## src/rtl/chip_test_ctrl_pkg.sv

```systemverilog
// Shared types and constants for the chip tester front-panel sequencer.
// Holds the FSM state encoding and the saturating count helper.
package chip_ctrl_pkg;

    typedef enum logic [2:0] {
        IDLE      = 3'd0,
        ARM       = 3'd1,
        WAIT_DONE = 3'd2,
        SAMPLE    = 3'd3,
        SHOW      = 3'd4,
        RELEASE   = 3'd5,
        ERR       = 3'd6
    } ctrl_state_t;

    localparam logic [7:0] CNT_SAT = 8'hFF;

    function automatic logic [7:0] sat_inc(input logic [7:0] val);
        return (val == CNT_SAT) ? val : val + 8'd1;
    endfunction

endpackage

```

## src/rtl/chip_test_ctrl_if.sv

```systemverilog
// Handshake between the sequencer and the chip tester it drives.
// The ctrl side issues Run/DISP_RSLT; the tester side returns Done/RSLT.
interface chip_test_ctrl_if;

    logic Run;
    logic DISP_RSLT;
    logic Done;
    logic RSLT;

    modport ctrl (
        output Run,
        output DISP_RSLT,
        input  Done,
        input  RSLT
    );

    modport tester (
        input  Run,
        input  DISP_RSLT,
        output Done,
        output RSLT
    );

endinterface

```

## src/rtl/btn_debounce.sv

```systemverilog
// Pushbutton conditioner: two-flop synchroniser followed by a stable-time filter.
// Produces the debounced level and a one-cycle strobe on its 0->1 edge.
module btn_debounce #(
    parameter int unsigned DEBOUNCE_CYCLES = 16,
    parameter int unsigned CNT_W           = 26
) (
    input  logic Clk,
    input  logic Reset,
    input  logic btn_i,
    output logic level_o,
    output logic rise_o
);

    logic             sync1_q, sync2_q;
    logic             level_q, level_d;
    logic             rise_q, rise_d;
    logic [CNT_W-1:0] cnt_q, cnt_d;

    always_ff @(posedge Clk or posedge Reset) begin
        if (Reset) begin
            sync1_q <= 1'b0;
            sync2_q <= 1'b0;
        end else begin
            sync1_q <= btn_i;
            sync2_q <= sync1_q;
        end
    end

    // The level flips only once the synchronised input has disagreed with it
    // for DEBOUNCE_CYCLES consecutive cycles; any agreement restarts the count.
    always_comb begin
        cnt_d   = '0;
        level_d = level_q;
        rise_d  = 1'b0;
        if (sync2_q != level_q) begin
            if (cnt_q == CNT_W'(DEBOUNCE_CYCLES - 1)) begin
                level_d = sync2_q;
                rise_d  = sync2_q;
            end else begin
                cnt_d = cnt_q + CNT_W'(1);
            end
        end
    end

    always_ff @(posedge Clk or posedge Reset) begin
        if (Reset) begin
            cnt_q   <= '0;
            level_q <= 1'b0;
            rise_q  <= 1'b0;
        end else begin
            cnt_q   <= cnt_d;
            level_q <= level_d;
            rise_q  <= rise_d;
        end
    end

    assign level_o = level_q;
    assign rise_o  = rise_q;

endmodule

```

## src/rtl/chip_test_ctrl.sv

```systemverilog
// Front-panel sequencer for a chip tester: start button -> Run, wait for Done,
// show pass/fail for a fixed time, then release the tester with DISP_RSLT.
module chip_test_ctrl
    import chip_ctrl_pkg::*;
#(
    parameter int unsigned DEBOUNCE_CYCLES = 16,
    parameter int unsigned DISP_CYCLES     = 32,
    parameter int unsigned TIMEOUT_CYCLES  = 64,
    parameter int unsigned CNT_W           = 26
) (
    input  logic                 Clk,
    input  logic                 Reset,
    input  logic                 Start_btn,
    chip_test_ctrl_if.ctrl       tester_io,
    output logic                 Busy,
    output logic                 Pass_LED,
    output logic                 Fail_LED,
    output logic                 Err_LED,
    output logic [7:0]           Pass_count,
    output logic [7:0]           Fail_count
);

    ctrl_state_t      state_q, state_d;
    logic [CNT_W-1:0] cnt_q, cnt_d, cnt_inc;
    logic             run_q, run_d;
    logic             disp_q, disp_d;
    logic             busy_q, busy_d;
    logic             pass_led_q, pass_led_d;
    logic             fail_led_q, fail_led_d;
    logic             err_led_q, err_led_d;
    logic [7:0]       pass_cnt_q, pass_cnt_d;
    logic [7:0]       fail_cnt_q, fail_cnt_d;
    logic             btn_level, btn_rise, start_evt;

    btn_debounce #(
        .DEBOUNCE_CYCLES(DEBOUNCE_CYCLES),
        .CNT_W          (CNT_W)
    ) u_start_btn (
        .Clk    (Clk),
        .Reset  (Reset),
        .btn_i  (Start_btn),
        .level_o(btn_level),
        .rise_o (btn_rise)
    );

    assign start_evt = btn_rise & btn_level;
    assign cnt_inc   = cnt_q + CNT_W'(1);

    // Outputs are computed from the next state so every one leaves a flop.
    always_comb begin
        state_d    = state_q;
        cnt_d      = cnt_q;
        run_d      = 1'b0;
        disp_d     = 1'b0;
        pass_led_d = pass_led_q;
        fail_led_d = fail_led_q;
        err_led_d  = err_led_q;
        pass_cnt_d = pass_cnt_q;
        fail_cnt_d = fail_cnt_q;

        unique case (state_q)
            IDLE: begin
                if (start_evt) begin
                    state_d    = ARM;
                    run_d      = 1'b1;
                    cnt_d      = '0;
                    pass_led_d = 1'b0;
                    fail_led_d = 1'b0;
                    err_led_d  = 1'b0;
                end
            end
            ARM: state_d = WAIT_DONE;
            WAIT_DONE: begin
                if (tester_io.Done) begin
                    state_d = SAMPLE;
                end else if (cnt_inc == CNT_W'(TIMEOUT_CYCLES - 1)) begin
                    state_d    = ERR;
                    cnt_d      = cnt_inc;
                    err_led_d  = 1'b1;
                    disp_d     = 1'b1;
                    fail_cnt_d = sat_inc(fail_cnt_q);
                end else begin
                    cnt_d = cnt_inc;
                end
            end
            SAMPLE: begin
                // RSLT is valid one cycle after Done rises; a dropped Done is a glitch.
                if (tester_io.Done) begin
                    state_d    = SHOW;
                    cnt_d      = '0;
                    pass_led_d = tester_io.RSLT;
                    fail_led_d = ~tester_io.RSLT;
                    if (tester_io.RSLT) begin
                        pass_cnt_d = sat_inc(pass_cnt_q);
                    end else begin
                        fail_cnt_d = sat_inc(fail_cnt_q);
                    end
                end else begin
                    state_d = WAIT_DONE;
                end
            end
            SHOW: begin
                cnt_d = cnt_inc;
                if (cnt_inc == CNT_W'(DISP_CYCLES - 1)) begin
                    state_d = RELEASE;
                    disp_d  = 1'b1;
                end
            end
            RELEASE: begin
                if (tester_io.Done) begin
                    disp_d = 1'b1;
                end else begin
                    state_d = IDLE;
                end
            end
            ERR: state_d = IDLE;
            default: state_d = IDLE;
        endcase
    end

    assign busy_d = (state_d != IDLE);

    always_ff @(posedge Clk or posedge Reset) begin
        if (Reset) begin
            state_q    <= IDLE;
            cnt_q      <= '0;
            run_q      <= 1'b0;
            disp_q     <= 1'b0;
            busy_q     <= 1'b0;
            pass_led_q <= 1'b0;
            fail_led_q <= 1'b0;
            err_led_q  <= 1'b0;
            pass_cnt_q <= '0;
            fail_cnt_q <= '0;
        end else begin
            state_q    <= state_d;
            cnt_q      <= cnt_d;
            run_q      <= run_d;
            disp_q     <= disp_d;
            busy_q     <= busy_d;
            pass_led_q <= pass_led_d;
            fail_led_q <= fail_led_d;
            err_led_q  <= err_led_d;
            pass_cnt_q <= pass_cnt_d;
            fail_cnt_q <= fail_cnt_d;
        end
    end

    assign tester_io.Run       = run_q;
    assign tester_io.DISP_RSLT = disp_q;
    assign Busy                = busy_q;
    assign Pass_LED            = pass_led_q;
    assign Fail_LED            = fail_led_q;
    assign Err_LED             = err_led_q;
    assign Pass_count          = pass_cnt_q;
    assign Fail_count          = fail_cnt_q;

endmodule

```

## src/flat_wrapper.sv

```systemverilog
// flat-port wrapper written by rule: the top's interface ports become plain ports
module chip_test_ctrl_flat import chip_ctrl_pkg::*;
#(
    parameter int unsigned DEBOUNCE_CYCLES = 16,
    parameter int unsigned DISP_CYCLES     = 32,
    parameter int unsigned TIMEOUT_CYCLES  = 64,
    parameter int unsigned CNT_W           = 26
)
  (Clk, Reset, Start_btn, Busy, Pass_LED, Fail_LED, Err_LED, Pass_count, Fail_count, tester_io_Run, tester_io_DISP_RSLT, tester_io_Done, tester_io_RSLT);
  chip_test_ctrl_if tester_io_i ();
  input  logic Clk;
  input  logic Reset;
  input  logic Start_btn;
  output logic Busy;
  output logic Pass_LED;
  output logic Fail_LED;
  output logic Err_LED;
  output logic [7:0] Pass_count;
  output logic [7:0] Fail_count;
  output wire logic [$bits(tester_io_i.Run)-1:0] tester_io_Run;
  output wire logic [$bits(tester_io_i.DISP_RSLT)-1:0] tester_io_DISP_RSLT;
  input wire logic [$bits(tester_io_i.Done)-1:0] tester_io_Done;
  input wire logic [$bits(tester_io_i.RSLT)-1:0] tester_io_RSLT;
  assign tester_io_Run = tester_io_i.Run;
  assign tester_io_DISP_RSLT = tester_io_i.DISP_RSLT;
  assign tester_io_i.Done = tester_io_Done;
  assign tester_io_i.RSLT = tester_io_RSLT;
  chip_test_ctrl #(.DEBOUNCE_CYCLES(DEBOUNCE_CYCLES), .DISP_CYCLES(DISP_CYCLES), .TIMEOUT_CYCLES(TIMEOUT_CYCLES), .CNT_W(CNT_W)) u_core (.Clk(Clk), .Reset(Reset), .Start_btn(Start_btn), .tester_io(tester_io_i), .Busy(Busy), .Pass_LED(Pass_LED), .Fail_LED(Fail_LED), .Err_LED(Err_LED), .Pass_count(Pass_count), .Fail_count(Fail_count));
endmodule
```

## config.mk

```make
export PLATFORM = sky130hd
export DESIGN_NAME = chip_test_ctrl_flat
export DESIGN_NICKNAME = d
export VERILOG_FILES = /design/src/rtl/chip_test_ctrl_pkg.sv /design/src/rtl/chip_test_ctrl_if.sv /design/src/rtl/btn_debounce.sv /design/src/rtl/chip_test_ctrl.sv /design/src/flat_wrapper.sv
export SDC_FILE = /design/constraint.sdc
export NUM_CORES = 1
export LEC_CHECK = 0
export CAP_MARGIN = 30
export CORE_ASPECT_RATIO = 0.5
export CORE_MARGIN = 4
export CORE_UTILIZATION = 30
export CTS_CLUSTER_SIZE = 12
export DETAILED_ROUTE_END_ITERATION = 16
export GPL_TIMING_DRIVEN = 0
export PLACE_DENSITY = 0.56
export RECOVER_POWER = 25
export SLEW_MARGIN = 20
export SYNTH_ARGS = -nofsm -noshare
export SYNTH_HDL_FRONTEND = slang
export SYNTH_SLANG_ARGS = --single-unit
```

## constraint.sdc

```tcl
create_clock -name Clk -period 3.5 [get_ports Clk]
set_input_delay 0.525 -clock Clk [delete_from_list [all_inputs] [get_ports Clk]]
set_output_delay 0.525 -clock Clk [all_outputs]
set_load 0.01 [all_outputs]
```

---- Word-level counts from Yosys, hierarchy flattened ----
Index checks and enable logic that the tools add are counted.
storage, ports and cells
  input bits .............................. 5
  logic and storage cells ................. 86
  output and inout port bits .............. 22
  bits in registers ....................... 81
cells by class
  $add $sub $neg .......................... 4
  equality and inequality tests ........... 16
  bitwise operators ....................... 3
  reduce and logical (&&, ||, !) cells .... 12
  muxes and demuxes ....................... 36
operators by type and width
  cell                   number
  $mux 26                5
  $pmux 26 s4            1
  $add 26x1->26 const B  2
  $mux 8                 5
  $eq 26x4->1 const B    1
  $eq 26x5->1 const B    1
  $eq 26x6->1 const B    1
  $mux 3                 6
  $pmux 3 s6             1
  $add 8x1->8 const B    2
  $eq 8x8->1 const B     2
  $pmux 8 s2             1
  $mux 1                 13
  $reduce_and 4->1       3
  $eq 3x2->1 const B     2
  $eq 3x3->1 const B     2
  $ne 2x2->1 const B     3
  $pmux 1 s2             3
  $reduce_bool 2->1      3
  $reduce_and 5->1       1
  $ne 2x1->1 const B     2
  $reduce_bool 4->1      1
  $eq 3x1->1 const B     1
  $logic_not 3->1        1
  other kinds (7)        8

---- Logic depth before layout (Yosys ltp) ----
Gate-level depths: netlist (run 1).
  depth in word-level cells ............... 6
  mapped depth ............................ 9
  gate-level depth less buffers ........... 9

---- Cells and area by module ----
Synthesis (run 1) repeated with hierarchy kept, for this count alone.
second synthesis, totals
  cell total of the unflattened synthesis .. 489
  area total of the unflattened synthesis .. 4553.1 µm²
by module, submodules not included
  module          seq. area each (µm²)  area an instance (µm²)  times used  cells each
  chip_test_ctrl  1276.2                3031.7                  1           337
  btn_debounce    750.7                 1521.5                  1           152

---- Least setup slack after synthesis (run 1) ----
No wires, ideal clock.
  kind .................................... flip-flop to flip-flop
  start point ............................. reg u_core.cnt_q[0]
  end point ............................... reg u_core.fail_cnt_q[1] (netlist: u_core.Fail_count[1])
  data required time ...................... 3.372 ns
  slack ................................... 0.437 ns
  data arrival time ....................... 2.936 ns
  library setup time ...................... 0.128 ns
  path buffers ............................ 0
  stages on the path, launching flop included .. 10
  clock period less this slack ............ 3.063 ns
  path through ............................ dfrtp_1 > ha_1 > nand3_1 > nor4_1 > xor2_1 > or4_1 > nor4b_2 > nand4_2 > nand2_1 > mux2_1
between the ends
  word-level cells in the longest chain between the ends .. 4
RTL lines
  item                        line                   RTL
  start: declaration          chip_test_ctrl.sv:24   logic [CNT_W-1:0] cnt_q, cnt_d, cnt_inc;
  start signal: assignment    chip_test_ctrl.sv:137  cnt_q <= cnt_d;
  $add 26x1->26               chip_test_ctrl.sv:47   assign cnt_inc = cnt_q + CNT_W'(1);
  $eq 26x6->1                 chip_test_ctrl.sv:76   end else if (cnt_inc == CNT_W'(TIMEOUT_CYCLES - 1)) begin
  $ne 2x1->1 (no line)        -
  $reduce_and 5->1 (no line)  -
  end signal: assignment      chip_test_ctrl.sv:145  fail_cnt_q <= fail_cnt_d;
  end: declaration            chip_test_ctrl.sv:32   logic [7:0] fail_cnt_q, fail_cnt_d;
Every way passes these cells.
A chain may end at the register's enable or synchronous reset.

---- Final worst setup path (run 1) ----
  start point ............................. reg u_core.cnt_q[1]
  end point ............................... reg u_core.fail_cnt_q[1] (netlist: u_core.Fail_count[1])
The elaborated chain is that of the path after synthesis.

==> out/metrics.cfg, run 1 <==
[cells_and_area]
final_util = 0.3708
layout-drive-gt1-share = 0.06613
stdcell_area_sq_mm = 0.005080
fin_nets = 504
area_growth_pct = 19.80
regArea_sq_mm = 0.002028
fill_cells = 1379
multiInputGateArea_sq_mm = 0.002146
num_antenna_cells = 0
mostFrequentLayoutCell = dfrtp_1
most-common-layout-cells = dfrtp_1 (80), nor2_1 (54), nand2_1 (49), nand3_1 (35)

[grt]
grt_max_degree = 51
grt_overflow = 0
grt_pass1_vias = 3250
grt_first_pass_wirelength_mm = 16.22
grt_util_met2 = 0.1836
grt_usage = 0.1233
grtUsageMet1 = 0.1755
antenna_found_initial = 0
use_met3 = 0.02965
top_usage_layer = met2

[clock_tree]
cts_buffers = 9
clk_pin_slew_ps = 70
cts_tree = built
cts_sinks = 81
htreeDepth = 3
cts_setup_buffers = 0
clock_path_buffers = 2
cts-root-buf = clkbuf_16
clk_latency_ps = 340
cts_hold_buf = 0

[power]
p_leak_nw = 2.194
ir_worst_vdd_uv = 348.3
fin_total_pwr_w = 0.002942
cellPowerDensity_mw_per_mm2 = 579.1

[run]
drv_cap = 1

[worst_setup_path]
crit_path_max_fanout = 7
cp-start-kind = flip-flop
arrival_ps = 3450
end_kind = flip-flop
cp.required_ps = 3720
path_class = flip-flop to flip-flop

[logic_synthesis]
yosys-top-cells-area = dfrtp_1 (48%), xor2_1 (7.0%), nor2_1 (4.8%)
synth_nets = 466
yosysWarningCount = 0
synth_largest_area_cell = dfrtp_1
async_flop_share = 1.000
synthCells = 456
synth_top_area_frac = 0.4780
avgSynthCellArea_sq_um = 9.299
synth-seq-cells = 81
ys.flop_type = dfrtp_1
synth_cell_types = 50
netlist_area_sq_mm = 0.004240
synth-edff-count = 0
seq_area_frac_synth = 0.4780

[drt]
drt-total-wl_mm = 9.448
drc = 0
drt.antenna.violating_nets = 0
dr.pass1.iters = 4
drt_iter0_drc = 189
avgViaCountPerCell = 4.848
post_drt_wl_per_cell_um = 13.67
num_vias = 3350

[sta]
timing.fmax_ghz = 0.3099
worst_pin_slew_ps = 1472
maxSlewViolCount = 0
maxSlewHeadroom = 0.01341
clock_skew_ps = 12.93
period_needed_ps = 3227
hold_viol = 0
final-setup-viol-count = 0
rsz0062_at_grt = false
period_share = 0.9221

[floorplan]
die_w_um = 176.1
coreArea_sq_mm = 0.01370
die_y_um = 92.07
num_rows = 30
die_area_sq_mm = 0.01622
start_util = 0.3095
ios = 27

[run_status]
status = finished with violations
violations = capacitance limit

[place]
dpl.hpwl_mm = 6.551
dpl_cell_area_sq_mm = 0.004771
gp_congestion = 0.8019
numPortBuffers = 26

[worst_hold_path]
hold_class = flip-flop to flip-flop

[cells in the mapped netlist, types with 3 or more instances]
cell	instances
xnor2_1	20
and3_1	14
inv_1	9
xor2_1	34
nand2b_1	5
a21oi_1	14
clkbuf_1	14
nand2_1	49
nor4_1	8
or4_1	3
dfrtp_1	81
nor2_1	54
a31oi_1	3
o21ai_0	34
nor3_1	11
and4_1	3
mux2i_1	3
or3_1	4
o31ai_1	5
nand4_1	12
nand3_1	36
ha_1	5
[metal layers]
layer,wire [um],up-vias
met5,0,-
met4,86,0
met3,337,6
met2,4073,47
met1,4951,1607
li1,-,1690
[critical path, stage by stage, from the launching register on]
cell and delay [ps]:
dfrtp_1 470, ha_1 250, nand3_2 190, nor4_4 380, xor2_1 120, or4_1 540
nor4b_4 390, nand4_2 260, nand2_1 190, mux2_1 330
[final timing paths]
path                                                     endpoint  cells after the start  slack (ps)                            startpoint
max reg2reg                      u_core.Fail_count[1]$_DFFE_PP0P_                      9         270           u_core.cnt_q[1]$_DFFE_PP0P_
min in group asynchronous  u_core.u_start_btn.cnt_q[14]$_DFF_PP0_                      2         990                                 Reset
min reg2reg                  u_core.u_start_btn.sync2_q$_DFF_PP0_                      0         350  u_core.u_start_btn.sync1_q$_DFF_PP0_
min                          u_core.u_start_btn.sync2_q$_DFF_PP0_                      0         350  u_core.u_start_btn.sync1_q$_DFF_PP0_
max                              u_core.Fail_count[1]$_DFFE_PP0P_                      9         270           u_core.cnt_q[1]$_DFFE_PP0P_
max in group asynchronous             u_core.cnt_q[0]$_DFFE_PP0P_                      3         610                                 Reset
[sequential cells by signal, indices dropped and copies added, names as in the netlist, 3 cells and up]
register and flops:
u_core.state_q 3, u_core.Fail_count 8, u_core.cnt_q 26, u_core.u_start_btn.cnt_q 26, u_core.Pass_count 8
[stage by stage]
step | instances | setup TNS [ps] | hold slack, ps | setup WS [ps]
after detailed placement | 675 | -119.0 | 336.3 | -119.0
after global placement | 674 | -48900 | 338.6 | -611.4
after floorplan | 456 | 0 | 331.2 | 437.0
final | 691 | 0 | 348.7 | 272.7
after CTS | 691 | 0 | 351.1 | 25.36
after global routing | 691 | 0 | 369.3 | 11.33
[kinds of logic (layout without fill, tap and decap cells)]
kind of cell | after synthesis | after routing | synth area share
multiplexers | 6 | 6 | 0.01505
AND/OR/NAND/NOR | 214 | 214 | 0.2591
XOR/XNOR | 54 | 54 | 0.1115
adder cells (fa/ha/maj) | 5 | 5 | 0.01475
buffers and inverters | 25 | 68 | 0.02272
AO/OA/AOI/OAI | 71 | 71 | 0.09885
flip-flops | 81 | 81 | 0.4780
[final cells by class]
type	instances	area share
sequential	81	0.3993
tap	192	0.04729
buffer	16	0.01232
timing repair buffer	27	0.05222
multi-input combinational	350	0.4224
inverter	9	0.006897
clock inverter	7	0.01527
clock buffer	9	0.04433
[timing repair]
action	in CTS	in global routing
setup endpoints to repair	2	8
cloned	0	0
resized for setup	2	3
[where the power goes]
group	total [W]	switching, W	internal [W]
Clock	0.000958	0.000399	0.000559
Combinational	0.000775	0.000459	0.000315
Sequential	0.00121	0.000153	0.00106
Power figures use the tool's default switching activity.
==> inputs of run 2 (changes only) <==
TNS_END_PERCENT = 30   (was default)
==> results of run 2 <==
Same layout as run 1: the final DEF is identical, and so are final timing and power.
==> inputs of run 3 (changes only) <==
CORE_ASPECT_RATIO = 1.75   (was 0.5)
SLEW_MARGIN = default   (was 20)
==> run 3 against run 2 <==
Effect of this change: the flow finishes with violations (capacitance limit, slew limit); register-to-register slack got worse by 60 ps; final cell count fell by 2.3%; final area fell by 0.84%; critical path type unchanged; critical endpoint unchanged.
==> out/metrics.cfg, run 3 (synthesis results as in run 1) <==
[drt]
drc = 0  ; unchanged
post_drt_wl_per_cell_um = 14.43  ; +5.5%
dr.pass1.iters = 4  ; unchanged
drt-total-wl_mm = 9.739  ; +3.1%
avgViaCountPerCell = 5.050  ; +4.2%
drt_iter0_drc = 164  ; -13%
drt.antenna.violating_nets = 0  ; unchanged
num_vias = 3409  ; +1.8%

[worst_setup_path]
crit_path_top_delay_cell = or4_1
critPathBufInv = 0  ; unchanged
path_cells = ha_1 -> nand3_2 -> nor4_4 -> xor2_1 -> or4_1 -> nor4b_4 -> nand4_2 -> nand2_1 -> mux2_1
cp.required_ps = 3720  ; about the same
end_kind = flip-flop
cp-start-kind = flip-flop
path_delay_family = simple AND/OR/NAND/NOR gates
path_class = flip-flop to flip-flop
max_stage_delay_ps = 530  ; about the same
crit_path_max_fanout = 7  ; unchanged
arrival_ps = 3510  ; +60 ps

[floorplan]
num_rows = 57  ; +90%
die_w_um = 97.87  ; -44%
coreArea_sq_mm = 0.01391  ; +1.5%
die_area_sq_mm = 0.01618  ; -0.25%
die_y_um = 165.3  ; +80%
ios = 27  ; unchanged
start_util = 0.3049  ; -0.004594

[grt]
grt_pass1_vias = 3648  ; +12%
grt_overflow = 0  ; unchanged
antenna_found_initial = 0  ; unchanged
grt_max_degree = 63  ; +24%
grt_usage = 0.1306  ; +0.007298
grt_first_pass_wirelength_mm = 17.15  ; +5.7%

[power]
p_leak_nw = 2.180  ; -0.64%
p_switching_w = 0.001003  ; -0.79%
seq_power_share = 0.422  ; +0.011
combPwrFrac = 0.268  ; +0.005
pwr-share-clk = 0.310  ; -0.016
ir_worst_vdd_uv = 330.9  ; -5.0%
cellPowerDensity_mw_per_mm2 = 570.7  ; -1.4%
power_switching_share = 0.3489  ; +0.005231
p_int_w = 0.001872  ; -3.1%

[worst_hold_path]
hold_class = flip-flop to flip-flop

[sta]
final-setup-viol-count = 0  ; unchanged
maxSlewViolCount = 63  ; +63
hold_viol = 0  ; unchanged
timing.fmax_ghz = 0.3043  ; -1.8%
maxSlewHeadroom = -0.02883  ; -0.04224
period_share = 0.9390  ; +0.01689
tns_ps = 0  ; unchanged
worst_pin_slew_ps = 1543  ; +71.45 ps
rsz0062_at_grt = false
clock_skew_ps = 6.801  ; -6.125 ps
timing.final.ws_setup_ps = 213.6  ; -59.13 ps
period_needed_ps = 3286  ; +59.13 ps

[clock_tree]
htreeDepth = 3  ; unchanged
cts_setup_buffers = 0  ; unchanged
cts_sinks = 81  ; unchanged
clk_pin_slew_ps = 60  ; about the same
cts_buffers = 9  ; unchanged
cts_hold_buf = 0  ; unchanged
clk_latency_ps = 340  ; about the same
clock_path_buffers = 2  ; unchanged
cts_tree = built
cts-root-buf = clkbuf_16

[place]
gp_congestion = 0.8061  ; +0.52%
dpl.hpwl_mm = 6.952  ; +6.1%
numPortBuffers = 26  ; unchanged
pre_cts_slack_ps = -117.4  ; +1.562 ps
dpl_cell_area_sq_mm = 0.004752  ; -0.39%

[run_status]
violations = capacitance limit, slew limit
status = finished with violations

[cells_and_area]
most-common-layout-cells = dfrtp_1 (81), nor2_1 (54), nand2_1 (49), nand3_1 (35)
largestRegisters = u_core.cnt_q x26, u_core.u_start_btn.cnt_q x26
area_growth_pct = 18.80
fill_cells = 1407  ; +2.0%
stdcell_area_sq_mm = 0.005037  ; -0.84%
layout-drive-gt1-share = 0.06225  ; -0.003883
fin_nets = 504  ; unchanged
num_antenna_cells = 0  ; unchanged
mostFrequentLayoutCell = dfrtp_1

[run]
drv_cap = 1  ; unchanged

## run 3: final timing paths
kind / end / start / slack (ps) / depth (start not counted)
max: u_core.Fail_count[1]$_DFFE_PP0P_ / u_core.cnt_q[0]$_DFFE_PP0P_ / 210 / 9
min: u_core.u_start_btn.sync2_q$_DFF_PP0_ / u_core.u_start_btn.sync1_q$_DFF_PP0_ / 350 / 0
max reg2reg: u_core.Fail_count[1]$_DFFE_PP0P_ / u_core.cnt_q[0]$_DFFE_PP0P_ / 210 / 9
min reg2reg: u_core.u_start_btn.sync2_q$_DFF_PP0_ / u_core.u_start_btn.sync1_q$_DFF_PP0_ / 350 / 0
max in group asynchronous: u_core.u_start_btn.sync2_q$_DFF_PP0_ / Reset / 750 / 3
min in group asynchronous: u_core.cnt_q[16]$_DFFE_PP0P_ / Reset / 800 / 2
## run 3: final cells by class
class | instances | area, sq um | share of cell area
buffer | 16 | 62.56 | 0.01242
clock buffer | 10 | 239.0 | 0.04744
clock inverter | 5 | 41.29 | 0.008197
inverter | 9 | 35.03 | 0.006955
multi-input combinational | 350 | 2146 | 0.4260
sequential | 81 | 2027 | 0.4024
tap | 177 | 221.5 | 0.04396
timing repair buffer | 27 | 265.3 | 0.05266
## run 3: worst reg2reg max path, stage by stage, from the launching register on
cell,delay (ps)
dfrtp_1,480
ha_1,250
nand3_2,200
nor4_4,390
xor2_1,110
or4_1,530
nor4b_4,410
nand4_2,270
nand2_1,200
mux2_1,330
## run 3: power by group through the flow
stage | logic [W] | registers, W | clock network [W]
after floorplan | 0.000477 | 0.00122 | 0
after global placement | 0.000764 | 0.00122 | 0
after detailed placement | 0.000781 | 0.00123 | 0
after CTS | 0.000790 | 0.00121 | 0.000920
after global routing | 0.000871 | 0.00124 | 0.000967
final | 0.000771 | 0.00121 | 0.000892
## run 3: what timing repair did
item                       4_1_cts  5_1_grt
setup endpoints to repair        1        2
gates resized for setup          2        2
gates cloned                     0        0
## run 3: per-stage QoR
step / power [W] / hold WS (ps) / instances / util
after floorplan: 0.001692 / 331.2 / 456 / -
after global placement: 0.001985 / 340.7 / 659 / 0.3395
after detailed placement: 0.002008 / 337.9 / 660 / 0.3417
after CTS: 0.002922 / 352.8 / 675 / 0.3629
after global routing: 0.003073 / 355.8 / 675 / 0.3622
final: 0.002875 / 353.4 / 675 / 0.3622
## run 3: layer usage
metal | vias to the layer above | wire [um] | GRT usage
met1 | 1649 | 4087 | 0.1444
met3 | 22 | 234 | 0.02564
met2 | 60 | 5110 | 0.2398
met4 | 0 | 307 | 0.05923
met5 | - | 0 | 0
li1 | 1678 | - | -
